`config.mk`:
```
export PLATFORM = sky130hd
export DESIGN_NAME = float8_accum
export DESIGN_NICKNAME = d
export VERILOG_FILES = /design/src/rtl/float8_accum.sv
export SDC_FILE = /design/constraint.sdc
export NUM_CORES = 1
export LEC_CHECK = 0
export BUFFER_PORTS_ARGS = -buffer_cell sky130_fd_sc_hd__buf_2
export CAP_MARGIN = 10
export CORE_MARGIN = 2
export CORE_UTILIZATION = 62
export CTS_BUF_LIST = sky130_fd_sc_hd__clkbuf_4 sky130_fd_sc_hd__clkbuf_8 sky130_fd_sc_hd__clkbuf_16
export DETAILED_ROUTE_END_ITERATION = 6
export GPL_TIMING_DRIVEN = 0
export PLACE_DENSITY_LB_ADDON = 0.25
export SETUP_SLACK_MARGIN = 0.4
export SYNTH_ARGS = -nofsm -noshare
export SYNTH_HDL_FRONTEND = slang
export SYNTH_SLANG_ARGS = --single-unit
```
`constraint.sdc`:
```
create_clock -name clk -period 5.8 [get_ports clk]
set_input_delay 0.29 -clock clk [delete_from_list [all_inputs] [get_ports clk]]
set_output_delay 0.29 -clock clk [all_outputs]
set_load 0.02 [all_outputs]
```
`src/rtl/float8_accum.sv`:
```
// Float8 product accumulator: sums decoded products in fixed point, then renormalises to Float8.
// Optional ReLU on the result is enabled by defining FLOAT8_ACCUM_RELU_EN.
module float8_accum #(
  parameter int ACC_W = 20
) (
  input  logic       clk,
  input  logic       rst,
  input  logic       iValid,
  input  logic [7:0] iNum,
  input  logic       iOverflow,
  input  logic       iLast,
  output logic       oReady,
  output logic       oValid,
  output logic [7:0] oNum,
  output logic       overflow
);

  typedef enum logic [1:0] {ACC, NORM, OUT} stateT;

  localparam logic signed [ACC_W:0] ACC_MAX = {2'b00, {(ACC_W-1){1'b1}}};
  localparam logic signed [ACC_W:0] ACC_MIN = -ACC_MAX;

  stateT                    state;
  logic signed [ACC_W-1:0]  acc;
  logic                     sticky;
  logic                     accept;

  logic        [ACC_W-1:0]  decMag;
  logic signed [ACC_W-1:0]  decVal;
  logic signed [ACC_W:0]    sum;
  logic signed [ACC_W-1:0]  sumSat;
  logic                     sumOvf;

  logic                     accNeg;
  logic        [ACC_W-1:0]  accMag;
  logic        [7:0]        normNum;
  logic                     normOvf;
  logic                     unusedLsb;

  assign oReady = (state == ACC);
  assign accept = iValid && oReady;

  // Decode the incoming product and add it with symmetric saturation.
  always_comb begin
    // NOTE: every variable driven here gets a default first, so no path can infer a latch.
    decMag = '0;
    decVal = '0;
    if (iNum[6:4] != 3'd0) begin
      decMag = ACC_W'({1'b1, iNum[3:0]}) << iNum[6:4];
      decVal = iNum[7] ? -$signed(decMag) : $signed(decMag);
    end
    sum    = $signed({acc[ACC_W-1], acc}) + $signed({decVal[ACC_W-1], decVal});
    sumOvf = 1'b0;
    sumSat = sum[ACC_W-1:0];
    if (sum > ACC_MAX) begin
      sumSat = ACC_MAX[ACC_W-1:0];
      sumOvf = 1'b1;
    end else if (sum < ACC_MIN) begin
      sumSat = ACC_MIN[ACC_W-1:0];
      sumOvf = 1'b1;
    end
  end

  // Leading-one search over bits 11..5; the highest set bit wins because it is assigned last.
  always_comb begin
    accNeg  = acc[ACC_W-1];
    accMag  = accNeg ? -acc : acc;
    normNum = 8'h00;
    normOvf = sticky;
    if (|accMag[ACC_W-1:12]) begin
      normNum = {accNeg, 7'h7F};
      normOvf = 1'b1;
    end else begin
      for (int p = 5; p <= 11; p++) begin
        if (accMag[p]) normNum = {accNeg, 3'(p - 4), accMag[p-1 -: 4]};
      end
    end
`ifdef FLOAT8_ACCUM_RELU_EN
    if (accNeg) begin
      normNum = 8'h00;
      normOvf = sticky;
    end
`endif
  end

  // Bit 0 sits below the smallest representable result and is always truncated away.
  assign unusedLsb = accMag[0];

  always_ff @(posedge clk) begin
    // NOTE: state registers use non-blocking assignments so every flop samples pre-edge values.
    if (rst) begin
      state    <= ACC;
      acc      <= '0;
      sticky   <= 1'b0;
      oValid   <= 1'b0;
      oNum     <= 8'h00;
      overflow <= 1'b0;
    end else begin
      case (state)
        ACC: begin
          if (accept) begin
            acc    <= sumSat;
            sticky <= sticky | iOverflow | sumOvf;
            if (iLast) state <= NORM;
          end
        end
        NORM: begin
          oNum     <= normNum;
          overflow <= normOvf;
          oValid   <= 1'b1;
          state    <= OUT;
        end
        OUT: begin
          oValid <= 1'b0;
          acc    <= '0;
          sticky <= 1'b0;
          state  <= ACC;
        end
        default: state <= ACC;
      endcase
    end
  end

endmodule

```
Word-level counts from Yosys, hierarchy flattened

Cells that the tools add are included.

Register bits after elaboration: 33
Bits of input ports: 13
Output and inout port bits: 11

Shift-type cells: 1
Reduce and logical (&&, ||, !) cells: 8
Add/sub/neg operators: 3
Muxes and demuxes: 24
Equal/unequal tests: 4
Magnitude comparators: 2
Bitwise gates (word level): 2

Operators by type and width:

| operator                                                                           | number |
|---|---|
| 20-bit 2-to-1 mux                                                                  | 6 |
| 8-bit 2-to-1 mux                                                                   | 8 |
| 20-bit negator                                                                     | 2 |
| 20-bit case mux with 2 select lines                                                | 1 |
| 20-bit by 20-bit adder with 21-bit output                                          | 1 |
| 21-bit by 20-bit greater-than comparator with 1-bit output (second input constant) | 1 |
| 21-bit by 20-bit less-than comparator with 1-bit output (second input constant)    | 1 |
| 5-bit by 3-bit left shift with 20-bit output                                       | 1 |
| 8-bit OR reduction                                                                 | 1 |
| 1-bit 2-to-1 mux                                                                   | 4 |
| 2-bit 2-to-1 mux                                                                   | 2 |
| 1-bit case mux with 2 select lines                                                 | 2 |
| 2-bit case mux with 2 select lines                                                 | 1 |
| 2-bit AND reduction                                                                | 2 |
| 2-bit nonzero test                                                                 | 2 |
| 3-bit nonzero test                                                                 | 1 |
| 2-bit by 1-bit == test with 1-bit output (second input constant)                   | 1 |
| 2-bit == test (second input constant)                                              | 1 |
| 2-bit zero test                                                                    | 1 |
| 2-bit by 1-bit != test with 1-bit output (second input constant)                   | 1 |
| 2-bit != test (second input constant)                                              | 1 |
| 1-bit bitwise OR                                                                   | 2 |
| 1-bit logical AND                                                                  | 1 |

Longest topological paths before layout

Depth after elaboration: 11
Depth in mapped cells: 24

Worst setup path before layout

OpenSTA, ideal clock, no wires.

Path kind: input-to-reg
Start point: in iNum[5]
End point: reg acc[11]
Data arrival time: 5.074 ns
Cell stages on the path: 22
Path slack: 0.604 ns
Path buffers: 4
Required time: 5.678 ns
Path through: clkbuf_1 > buf_1 > nor3_1 > clkbuf_1 > nand2_1 > ha_1 > nand3b_1 > nor2b_1 > nand2b_1 > o21ai_0 > o311a_1 > ha_1 > nand4_1 > or2_2 > a2bb2oi_1 > o41ai_1 > xnor2_1 > o21bai_1 > nor3b_2 > a21oi_1 > buf_2 > a221o_1

Cells in the longest elaborated chain, start to end: 10
Elaborated cells on any way between the ends: 12
Those cells by class: add/sub: 2; order compare: 2; shift: 1; mux: 6; reduce/logical: 1

RTL lines:

| item                                                    | line | text |
|---|---|---|
| start, declared                                         | 9    | `input logic [7:0] iNum,` |
| 5-bit by 3-bit left shift with 20-bit output            | 49   | `decMag = ACC_W'({1'b1, iNum[3:0]}) << iNum[6:4];` |
| 20-bit negator                                          | 50   | `decVal = iNum[7] ? -$signed(decMag) : $signed(decMag);` |
| 20-bit 2-to-1 mux                                       | 50   |  |
| 20-bit 2-to-1 mux *                                     | 48   | `if (iNum[6:4] != 3'd0) begin` |
| 20-bit by 20-bit adder with 21-bit output *             | 52   | `sum = $signed({acc[ACC_W-1], acc}) + $signed({decVal[ACC_W-1], decVal});` |
| 21-bit by 20-bit less-than comparator with 1-bit output | 58   | `end else if (sum < ACC_MIN) begin` |
| 20-bit 2-to-1 mux                                       | 58   |  |
| 20-bit 2-to-1 mux *                                     | 55   | `if (sum > ACC_MAX) begin` |
| 20-bit 2-to-1 mux *                                     | 101  | `if (accept) begin` |
| 20-bit case mux with 2 select lines *                   | 99   | `case (state)` |
| end signal, assigned                                    | 102  | `acc <= sumSat;` |
| end, declared                                           | 24   | `logic signed [ACC_W-1:0] acc;` |

Mark *: on every way between the ends. The rest lies on a longest branch, timed or not. The select of a mux whose other input is x is not followed.
A chain may end at the register's enable or synchronous reset.

Worst setup path after layout

Start point: in iNum[4]
End point: reg acc[16]

The elaborated chain is that of the path after synthesis.

==> summary.txt <==
Outcome
  – Status: finished clean

CTS
  – Clk pin slew, worst setup/hold paths: 70 ps
  – Clk sinks: 33
  – H-Tree Level Count: 2
  – CTS tree: done
  – CTS root buffer: clkbuf_8
  – Clk buf depth: 2
  – CTS Buf Count: 5
  – Clock latency on the worst-skew pair: 300 ps

Logic synthesis
  – EDFF count, synth: 0
  – Multiplexer share of the synthesized area: 3.04%
  – Seq cells post-synth: 33
  – Post-synthesis net count: 548
  – Sequential share of the synthesized area: 17.8%
  – Post-Syn Instances: 508
  – Primary FF master, synth: dfxtp_1
  – Ys async rst share: 0%
  – Warnings, synthesis: 0
  – Netlist cell types: 63
  – Synth Area in Compound Gates: 32.7%
  – Mapped Area: 3700 um^2
  – Post-synthesis xor/xnor area fraction: 8.01%
  – Largest family of logic cells by synthesized area: compound AO/OA/AOI/OAI gates
  – Synth Area in Simple Gates: 24.3%
  – Post-synthesis area per instance: 7.29 um^2
  – Post-synthesis adder-cell area fraction: 9.33%

Power and ir drop
  – Combinational Power Share: 69.5%
  – Static Leakage: 1.64 nW
  – P_int: 0.000913 W
  – Net switching power of the design: 0.00103 W
  – Clock power frac: 9.0%
  – Pwr Total: 0.00194 W
  – Maximum VDD drop: 233 uV
  – Register share of total power: 21.5%
  – Sw frac: 53.0%
  – PD cells: 473 nW/um^2

Global routing
  – Antenna violations before repair: 0
  – First-pass GRT wire length: 15.3 mm
  – GRT overflow: 0
  – Vias in the first global route: 3537
  – Total Routing Usage GR: 28.9%
  – Largest net degree at the start of global routing: 11

Die
  – Initial Util: 63.3%
  – Die width: 81.3 um
  – Die H: 81.3 um
  – Core Box Area: 5850 um^2
  – Row count: 28
  – Die area: 6610 um^2
  – Top Ports: 24

Layout
  – Antenna cells: 0
  – Area growth syn-to-layout: 10.9%
  – Fin util: 70.2%
  – Final Cell Area: 4110 um^2
  – Post-layout nets: 580
  – Share of cells above drive strength 1: 12.4%

Setup path
  – Cell chain of the critical path: clkbuf_1 > mux2i_1 > nor2b_1 > a21oi_1 > a32oi_1 > nand3_1 > o31ai_4 > o21ai_0 > nor2b_1 > ha_1 > buf_2 > nand4_1 > or2_2 > a2bb2oi_2 > o41ai_2 > xnor2_1 > o21bai_1 > nor3b_4 > a21oi_2 > buf_2 > a221o_1
  – Crit path launch type: input pin
  – FF-to-FF End: acc[16]
  – R2R depth: 11
  – Slowest CP cell: o41ai_2
  – R2r startpoint: acc[2]
  – CP Buf/Inv Count: 3
  – CP top delay family: compound AO/OA/AOI/OAI gates
  – Critical Path AT: 5330 ps
  – Reg2reg setup slack: 2220 ps
  – Worst Path Max Fanout: 10
  – CP startpoint: iNum[4]
  – CP endpoint kind: flop
  – CP Class: input pin to flop
  – Required time worst endpoint: 5980 ps
  – Critical Path Max Stage Delay: 390 ps

STA
  – Pins Over Slew Limit: 0
  – Final Cycle Share: 88.8%
  – Slew HR: 42.0%
  – Skew final: 5.01 ps
  – RSZ-0062 raised after global routing: no
  – Min Tclk post-route: 5150 ps
  – Setup WS post-layout: 649 ps
  – Maximum clock frequency: 194 MHz
  – Actual slew at the worst max-slew pin: 864 ps
  – Fin. Hold Viols: 0
  – Final setup viols: 0

Placement
  – Port buffer count: 21
  – Setup WS pre-CTS: -596 ps
  – Placed cell area: 3900 um^2
  – GPL Wtd Cong: 0.956
  – DP HPWL: 7.41 mm

Min path
  – WHS Path Cells: 3
  – WHS Endpoint: state[0]
  – Hold path startpoint: iLast
  – Worst min path class: input pin to flop

Routing
  – DRT Pass-1 Iters: 5
  – Residual DRC: 0
  – Detailed router's first-iteration violation count: 244
  – Drt wl/cell: 15.7 um
  – Routed wire length: 9.68 mm
  – Vias after detailed routing: 3996
  – Post-DR vias/cell: 6.49
  – Antenna violation net count after detailed routing: 0

Flow run
  – Maxcap violations: 0
-- layer usage --
layer  vias up  GRT usage (%)  share of wire, %
li1       1958              -                 -
met2       144           53.3                50
met4         0           13.4               3.4
met3        31           2.78               5.2
met5         -              0                 0
met1      1863           33.3                41
-- worst max-delay path by stage --
stage / to / slack [ps] / cells after the start
3_5_place_dp: acc[16] / -600 / 23
2_1_floorplan: acc[11] / 600 / 22
4_1_cts: acc[16] / 420 / 22
3_3_place_gp: acc[11] / -490 / 23
5_1_grt: acc[8] / 390 / 21
6_report: acc[16] / 650 / 21
-- tightest hold or removal path: cells and delay by family --
kind,cells,cell delay [ps]
buffers and inverters,1,90
AND/OR/NAND/NOR,1,100
AO/OA/AOI/OAI,1,80
-- cell usage after synthesis (9+ instances only) --
master	number	area, um^2
nor2_1	58	218
xor2_1	13	114
nor2b_1	17	106
nand3_1	10	50.1
xnor2_1	19	166
nand2_1	50	188
o21ai_0	37	185
a211oi_1	20	150
inv_1	14	52.6
a221o_1	12	120
ha_1	26	325
a21oi_1	38	190
clkbuf_1	20	75.1
dfxtp_1	33	661
nand2b_1	9	56.3
mux2i_1	9	90.1
-- cell type report --
type / instances / area [um^2]
sequential: 33 / 661
buffer: 30 / 128
clock buffer: 6 / 76.3
fill: 499 / 1740
clock inverter: 2 / 10.0
inverter: 14 / 52.6
multi-input combinational: 431 / 2950
timing repair buffer: 25 / 135
tap: 75 / 93.8
-- flip-flops by register name, summed over array words and instances, names as in the netlist --
name	count
state	2
oValid	1
sticky	1
oNum	8
acc	20
overflow	1
-- power by group through the flow --
stage          sequential [W]  combinational (W)  clock (W)
2_1_floorplan        0.000384            0.00101          0
4_1_cts              0.000411            0.00128   0.000172
3_5_place_dp         0.000415            0.00125          0
5_1_grt              0.000425            0.00149   0.000180
6_report             0.000417            0.00135   0.000175
3_3_place_gp         0.000409            0.00122          0
-- logic make-up (layout without fill, tap and decap cells) --
group | Yosys count | after routing
muxes | 11 | 11
buffers and inverters | 44 | 77
DFF | 33 | 33
adders and majority gates | 27 | 27
AOI/OAI and AO/OA | 174 | 174
xor gates and xnor gates | 33 | 33
other | 1 | 1
and+or+nand+nor | 185 | 185
-- through the flow --
step	hold slack, ps	std cells	setup TNS [ps]
after floorplan	460	508	0
after global placement	463	604	-7390
after detailed placement	468	604	-9410
after CTS	312	612	0
after global routing	347	616	0
final	313	616	0
-- layout by cell type, fill, tap and decap left out, types with 3 or more instances in the layout --
cell type / Yosys / layout
o211ai_1: 5 / 5
nand3_1: 10 / 10
inv_1: 14 / 14
nand2b_1: 9 / 9
ha_1: 26 / 26
and2_1: 3 / 3
a21oi_1: 38 / 37
buf_2: 6 / 28
a211oi_2: 1 / 3
o31ai_1: 4 / 3
o311ai_0: 3 / 3
nor4_1: 6 / 6
nor2_1: 58 / 58
nor3_1: 8 / 6
xor2_1: 13 / 13
clkbuf_1: 20 / 17
buf_1: 4 / 3
a22oi_1: 5 / 5
a21boi_0: 4 / 4
a221o_1: 12 / 12
a311oi_1: 5 / 4
clkbuf_8: 0 / 5
nor2b_1: 17 / 17
mux2i_1: 9 / 8
a211o_1: 8 / 8
xnor2_1: 19 / 19
o21ai_0: 37 / 37
a32oi_1: 3 / 3
buf_4: 0 / 4
dfxtp_1: 33 / 33
or3_1: 4 / 4
nand4_1: 7 / 7
a211oi_1: 20 / 18
o21a_1: 4 / 4
nand2_1: 50 / 50
-- timing repair --
action | in CTS | in global routing
hold buffers | 0 | 0
pin swaps | 1 | 2
setup buffers | 0 | 4
cloned | 0 | 0
resized for setup | 8 | 13
endpoints found under the setup margin | 20 | 20
Note: power is estimated with default switching activity, not from simulation.
